$ cat src/rtl/ddr_arb_pkg.sv
// Shared types and default widths for the DDR burst arbiter.
package ddr_arb_pkg;

    typedef enum logic {ARB_IDLE, ARB_GRANT} arb_state_t;

    localparam int DEF_NUM_REQ = 8;
    localparam int DEF_BURST_W = 3;

endpackage

$ cat src/rtl/rr_pick.sv
// Round-robin pick: lowest requester strictly above ptr, else lowest overall.
module rr_pick
    import ddr_arb_pkg::*;
#(
    parameter int NUM_REQ = DEF_NUM_REQ,
    parameter int IDX_W   = $clog2(NUM_REQ)
) (
    input  logic [NUM_REQ-1:0] req,
    input  logic [IDX_W-1:0]   ptr,
    output logic [IDX_W-1:0]   win,
    output logic               any
);

    logic             m_any, u_any;
    logic [IDX_W-1:0] m_idx, u_idx;

    // Masked and unmasked LSB-first encoders; scanning downward leaves the lowest hit.
    always_comb begin
        m_any = 1'b0;
        m_idx = '0;
        u_any = 1'b0;
        u_idx = '0;
        for (int i = NUM_REQ - 1; i >= 0; i--) begin
            if (req[i]) begin
                u_any = 1'b1;
                u_idx = IDX_W'(i);
                if (IDX_W'(i) > ptr) begin
                    m_any = 1'b1;
                    m_idx = IDX_W'(i);
                end
            end
        end
    end

    assign win = m_any ? m_idx : u_idx;
    assign any = u_any;

endmodule

$ cat src/rtl/burst_rr_arbiter.sv
// Burst round-robin arbiter: grants one requester the downstream channel for req_len+1 beats.
module burst_rr_arbiter
    import ddr_arb_pkg::*;
#(
    parameter int NUM_REQ = DEF_NUM_REQ,
    parameter int BURST_W = DEF_BURST_W,
    parameter int IDX_W   = $clog2(NUM_REQ)
) (
    input  logic                       clk,
    input  logic                       rst,
    input  logic [NUM_REQ-1:0]         req_valid,
    input  logic [NUM_REQ*BURST_W-1:0] req_len,
    output logic [NUM_REQ-1:0]         req_ready,
    output logic                       gnt_valid,
    output logic [IDX_W-1:0]           gnt_idx,
    output logic                       gnt_last,
    input  logic                       gnt_ready,
    output logic                       busy
);

    arb_state_t                       state_q, state_d;
    logic [IDX_W-1:0]                 owner_q, owner_d;
    logic [IDX_W-1:0]                 ptr_q, ptr_d;
    logic [BURST_W-1:0]               cnt_q, cnt_d;
    logic [NUM_REQ-1:0][BURST_W-1:0]  len_arr;
    logic [IDX_W-1:0]                 pick_ptr, win;
    logic                             any_req, hs;

    assign len_arr = req_len;

    // At a burst boundary the rotation is relative to the finishing owner, so the
    // owner's own bit stays in the unmasked fallback and a lone requester re-wins.
    assign pick_ptr = (state_q == ARB_GRANT) ? owner_q : ptr_q;

    rr_pick #(
        .NUM_REQ (NUM_REQ),
        .IDX_W   (IDX_W)
    ) u_pick (
        .req     (req_valid),
        .ptr     (pick_ptr),
        .win     (win),
        .any     (any_req)
    );

    // State, owner, pointer and beat counter registers.
    always_ff @(posedge clk) begin
        if (rst) begin
            state_q <= ARB_IDLE;
            owner_q <= '0;
            ptr_q   <= IDX_W'(NUM_REQ - 1);
            cnt_q   <= '0;
        end else begin
            state_q <= state_d;
            owner_q <= owner_d;
            ptr_q   <= ptr_d;
            cnt_q   <= cnt_d;
        end
    end

    // Next state and grant outputs; a dropped owner request only stalls, never revokes.
    always_comb begin
        state_d   = state_q;
        owner_d   = owner_q;
        ptr_d     = ptr_q;
        cnt_d     = cnt_q;
        busy      = (state_q == ARB_GRANT);
        gnt_valid = busy & req_valid[owner_q];
        gnt_idx   = busy ? owner_q : '0;
        gnt_last  = busy & (cnt_q == '0);
        hs        = gnt_valid & gnt_ready;
        case (state_q)
            ARB_IDLE: begin
                if (any_req) begin
                    owner_d = win;
                    cnt_d   = len_arr[win];
                    state_d = ARB_GRANT;
                end
            end
            ARB_GRANT: begin
                if (hs) begin
                    if (cnt_q != '0) begin
                        cnt_d = cnt_q - 1'b1;
                    end else begin
                        ptr_d = owner_q;
                        if (any_req) begin
                            owner_d = win;
                            cnt_d   = len_arr[win];
                        end else begin
                            state_d = ARB_IDLE;
                        end
                    end
                end
            end
            default: state_d = ARB_IDLE;
        endcase
    end

    // Per-requester accept strobe, only the owner can see a beat taken.
    for (genvar i = 0; i < NUM_REQ; i++) begin : g_rdy
        assign req_ready[i] = hs & (owner_q == IDX_W'(i));
    end

endmodule

$ cat config.mk
export PLATFORM = sky130hd
export DESIGN_NAME = burst_rr_arbiter
export DESIGN_NICKNAME = d
export VERILOG_FILES = /design/src/rtl/ddr_arb_pkg.sv /design/src/rtl/rr_pick.sv /design/src/rtl/burst_rr_arbiter.sv
export SDC_FILE = /design/constraint.sdc
export NUM_CORES = 1
export LEC_CHECK = 0
export ABC_AREA = 1
export BUFFER_PORTS_ARGS = -buffer_cell sky130_fd_sc_hd__buf_4
export CAP_MARGIN = 5
export CORE_ASPECT_RATIO = 0.5
export CORE_MARGIN = 4
export CORE_UTILIZATION = 39
export CTS_CLUSTER_SIZE = 20
export DETAILED_ROUTE_END_ITERATION = 16
export PLACE_DENSITY = 0.68
export SYNTH_ARGS = -nofsm -noshare
export SYNTH_HDL_FRONTEND = slang
export SYNTH_SLANG_ARGS = --single-unit
$ cat constraint.sdc
create_clock -name clk -period 2.5 [get_ports clk]
set_input_delay 0.125 -clock clk [delete_from_list [all_inputs] [get_ports clk]]
set_output_delay 0.125 -clock clk [all_outputs]
set_load 0.03 [all_outputs]
==> impl_metrics.csv <==
group,metric,value,unit
min_path,hold_path.class,"in2reg",
global_routing,grt_util_met3,4.51,%
die,core-area,2670,um^2
die,rows,13,
drt,drtIter0Drc,84,
synthesis,ys_seq_area_share,17.9,%
worst_setup_path,cp_data_arrival_time,2350,ps
drt,drc,0,
sta,hold_ws,68.4,ps
die,die_area,3840,um^2
worst_setup_path,path_delay_family,"simple AND/OR/NAND/NOR gates",
pwr,leakage,0.000866,uW
pwr,irDropWorstVdd,0.221,mV
cells_and_area,drive_gt1_share,26.3,%
placed_design,dpl.hpwl,2900,um
synthesis,synth_fp_nets,241,
drt,ant_nets,0,
clocking,cts_made_buffers,3,
drt,vias,1437,
status,status,"finished clean",
global_routing,grt_max_degree,15,
die,die_w,83.7,um
synthesis,synthDistinctLibCells,22,
synthesis,synth_area,1120,um^2
drt,drtPass1Iterations,4,
clocking,worstSkewPairLatency,240,ps
cells_and_area,synthToLayoutAreaGrowth,39.6,%
worst_setup_path,cpPeakStageDelay,450,ps
drt,vias_per_cell,4.92,
sta,rsz0062_at_grt,"no",
sta,post-route-period-util,87.1,%
clocking,post-cts-setup-buffers,0,
worst_setup_path,critical_path_buf_inv_count,4,
cells_and_area,layout_common_cells,"nand2_1, buf_4, nand3_1",
sta,slew_violations,0,
min_path,hold_depth,2,
clocking,tritoncts,"yes",
sta,clock.fmax,459,MHz
global_routing,grt_pass1_vias,1258,
cells_and_area,fin_nets,294,
placed_design,io_buffers,48,
die,initial_core_util,41.9,%
die,pin_count,49,
clocking,cts_sinks,10,
worst_setup_path,crit_fanout,14,
cells_and_area,diodes,0,
global_routing,grt_pass1_wl,5400,um
clocking,ctsHoldBuffers,0,
cells_and_area,nFillCells,280,
sta,setup_tns,0,ps
global_routing,use_met1,22.9,%
worst_setup_path,cp_cell_sequence,"inv_2, nand2_1, nand2_1, inv_1, nand2_1, nor3_1, inv_2, o21ai_0, nand2_1, inv_1, nand3_1, nand3_1, nand2_1, a21oi_2",
placed_design,globalplace.congestion,0.927,
clocking,htreeDepth,1,
worst_setup_path,crit_top_cell,"nand2_1",
worst_setup_path,start_kind,"register",
die,die_height,45.9,um
sta,setup_viol,0,
drt,drt_wl_total,3330,um
pwr,power_density,487,nW/um^2
global_routing,grt.met2_usage,30.0,%
sta,hold_violations,0,
clocking,clk_pin_slew,50,ps
worst_setup_path,r2r_cells,14,
clocking,cts_max_path_buffers,2,
worst_setup_path,worst-path-stages,14,
global_routing,grt_use_total,17.6,%
synthesis,synth_area_per_cell,5.48,um^2
sta,fin_crit,2180,ps
cells_and_area,final_common_cell,"nand2_1",
global_routing,antenna_found_initial,0,
sta,relSlewSlack,78.8,%
global_routing,busiest_layer,"met2",
drt,wl_per_cell,11.4,um
synthesis,yosys_warnings,0,
cells_and_area,utilization,58.5,%
worst_setup_path,cp.required,2670,ps
worst_setup_path,slowest_stage,"dfxtp_1",
sta,skew,4.11,ps
global_routing,gr-total-overflow,0,
worst_setup_path,end_kind,"register",
sta,worstMarginPinSlew,316,ps
flow_run,max-cap-violations,0,
synthesis,yosys_register_bits,10,
synthesis,postSynthCellCount,204,
clocking,cts-root-buf,"clkbuf_8",
worst_setup_path,critPathKind,"reg2reg",
==> state kept, by name (all words and copies together) (netlist names) <==
| signal | count |
|---|---|
| cnt_q | 3 |
| ptr_q | 3 |
| owner_q | 3 |
| busy | 1 |
==> worst paths after layout <==
path | start | endpoint | slack (ps)
setup / recovery | busy | cnt_q[1] | 320
setup reg to reg | busy | cnt_q[1] | 320
hold reg to reg | ptr_q[1] | ptr_q[1] | 500
hold / removal | rst | busy | 70
==> worst register-to-register path: stages (launching register included) <==
cell	delay, ps
dfxtp_1	450
inv_2	120
nand2_1	80
nand2_1	80
inv_1	100
nand2_1	80
nor3_1	270
inv_2	180
o21ai_0	110
nand2_1	160
inv_1	130
nand3_1	110
nand3_1	100
nand2_1	60
a21oi_2	100
==> cell usage after synthesis <==
library cell   n  share of area, %
a21oi_1       10               4.5
a21oi_2        4               3.1
a221oi_1       1              0.78
buf_2          1              0.45
buf_6          2               2.0
dfxtp_1       10                18
ha_1           2               2.2
inv_1         33                11
inv_2          1              0.34
nand2_1       54                18
nand2_2        5               2.8
nand2_4        1               1.0
nand3_1       38                17
nor2_1        20               6.7
nor3_1         4               1.8
nor4_1         1              0.56
o2111ai_1      1              0.78
o211ai_1       4               2.7
o21ai_0        9               4.0
o21ai_2        1              0.78
o22ai_1        1              0.56
xor2_1         1              0.78
==> stage by stage <==
step	std cells	instance area (um^2)	total power, uW	worst slack [ps]
3_3_place_gp	289	1520	597	351
6_report	292	1560	761	324
2_1_floorplan	204	1120	484	124
4_1_cts	292	1560	766	278
3_5_place_dp	289	1520	599	290
5_1_grt	292	1560	827	42.2
==> area by class of cell <==
class	count	area, um^2	area share (%)
Sequential cell	10	200	12.8
Inverter	34	128	8.17
Clock buffer	3	41.3	2.64
Tap cell	37	46.3	2.96
Multi-Input combinational cell	157	763	48.9
Timing Repair Buffer	51	383	24.5
==> metal layers <==
layer | part of all wire (%) | wire length [um]
met3 | 7.3 | 244
met4 | 0.87 | 29
met2 | 43 | 1450
met5 | 0 | 0
met1 | 48 | 1610
==> cell families after synthesis <==
group / after synthesis / synth area share (%)
simple gates: 123 / 48.0
compound gates: 31 / 17.2
fa+ha+maj: 2 / 2.24
flops: 10 / 17.9
buf+inv: 37 / 13.9
xor+xnor: 1 / 0.783
==> report_power, final <==
group	switching (uW)	internal, uW
clock network	59.3	105
logic	244	157
registers	17.0	179
total	320	441
==> what timing repair did <==
item | 4_1_cts | 5_1_grt
endpoints found under the hold margin | 0 | 0
gates resized for setup | 0 | 1
endpoints found under the setup margin | 0 | 2
Power figures use the tool's default switching activity.
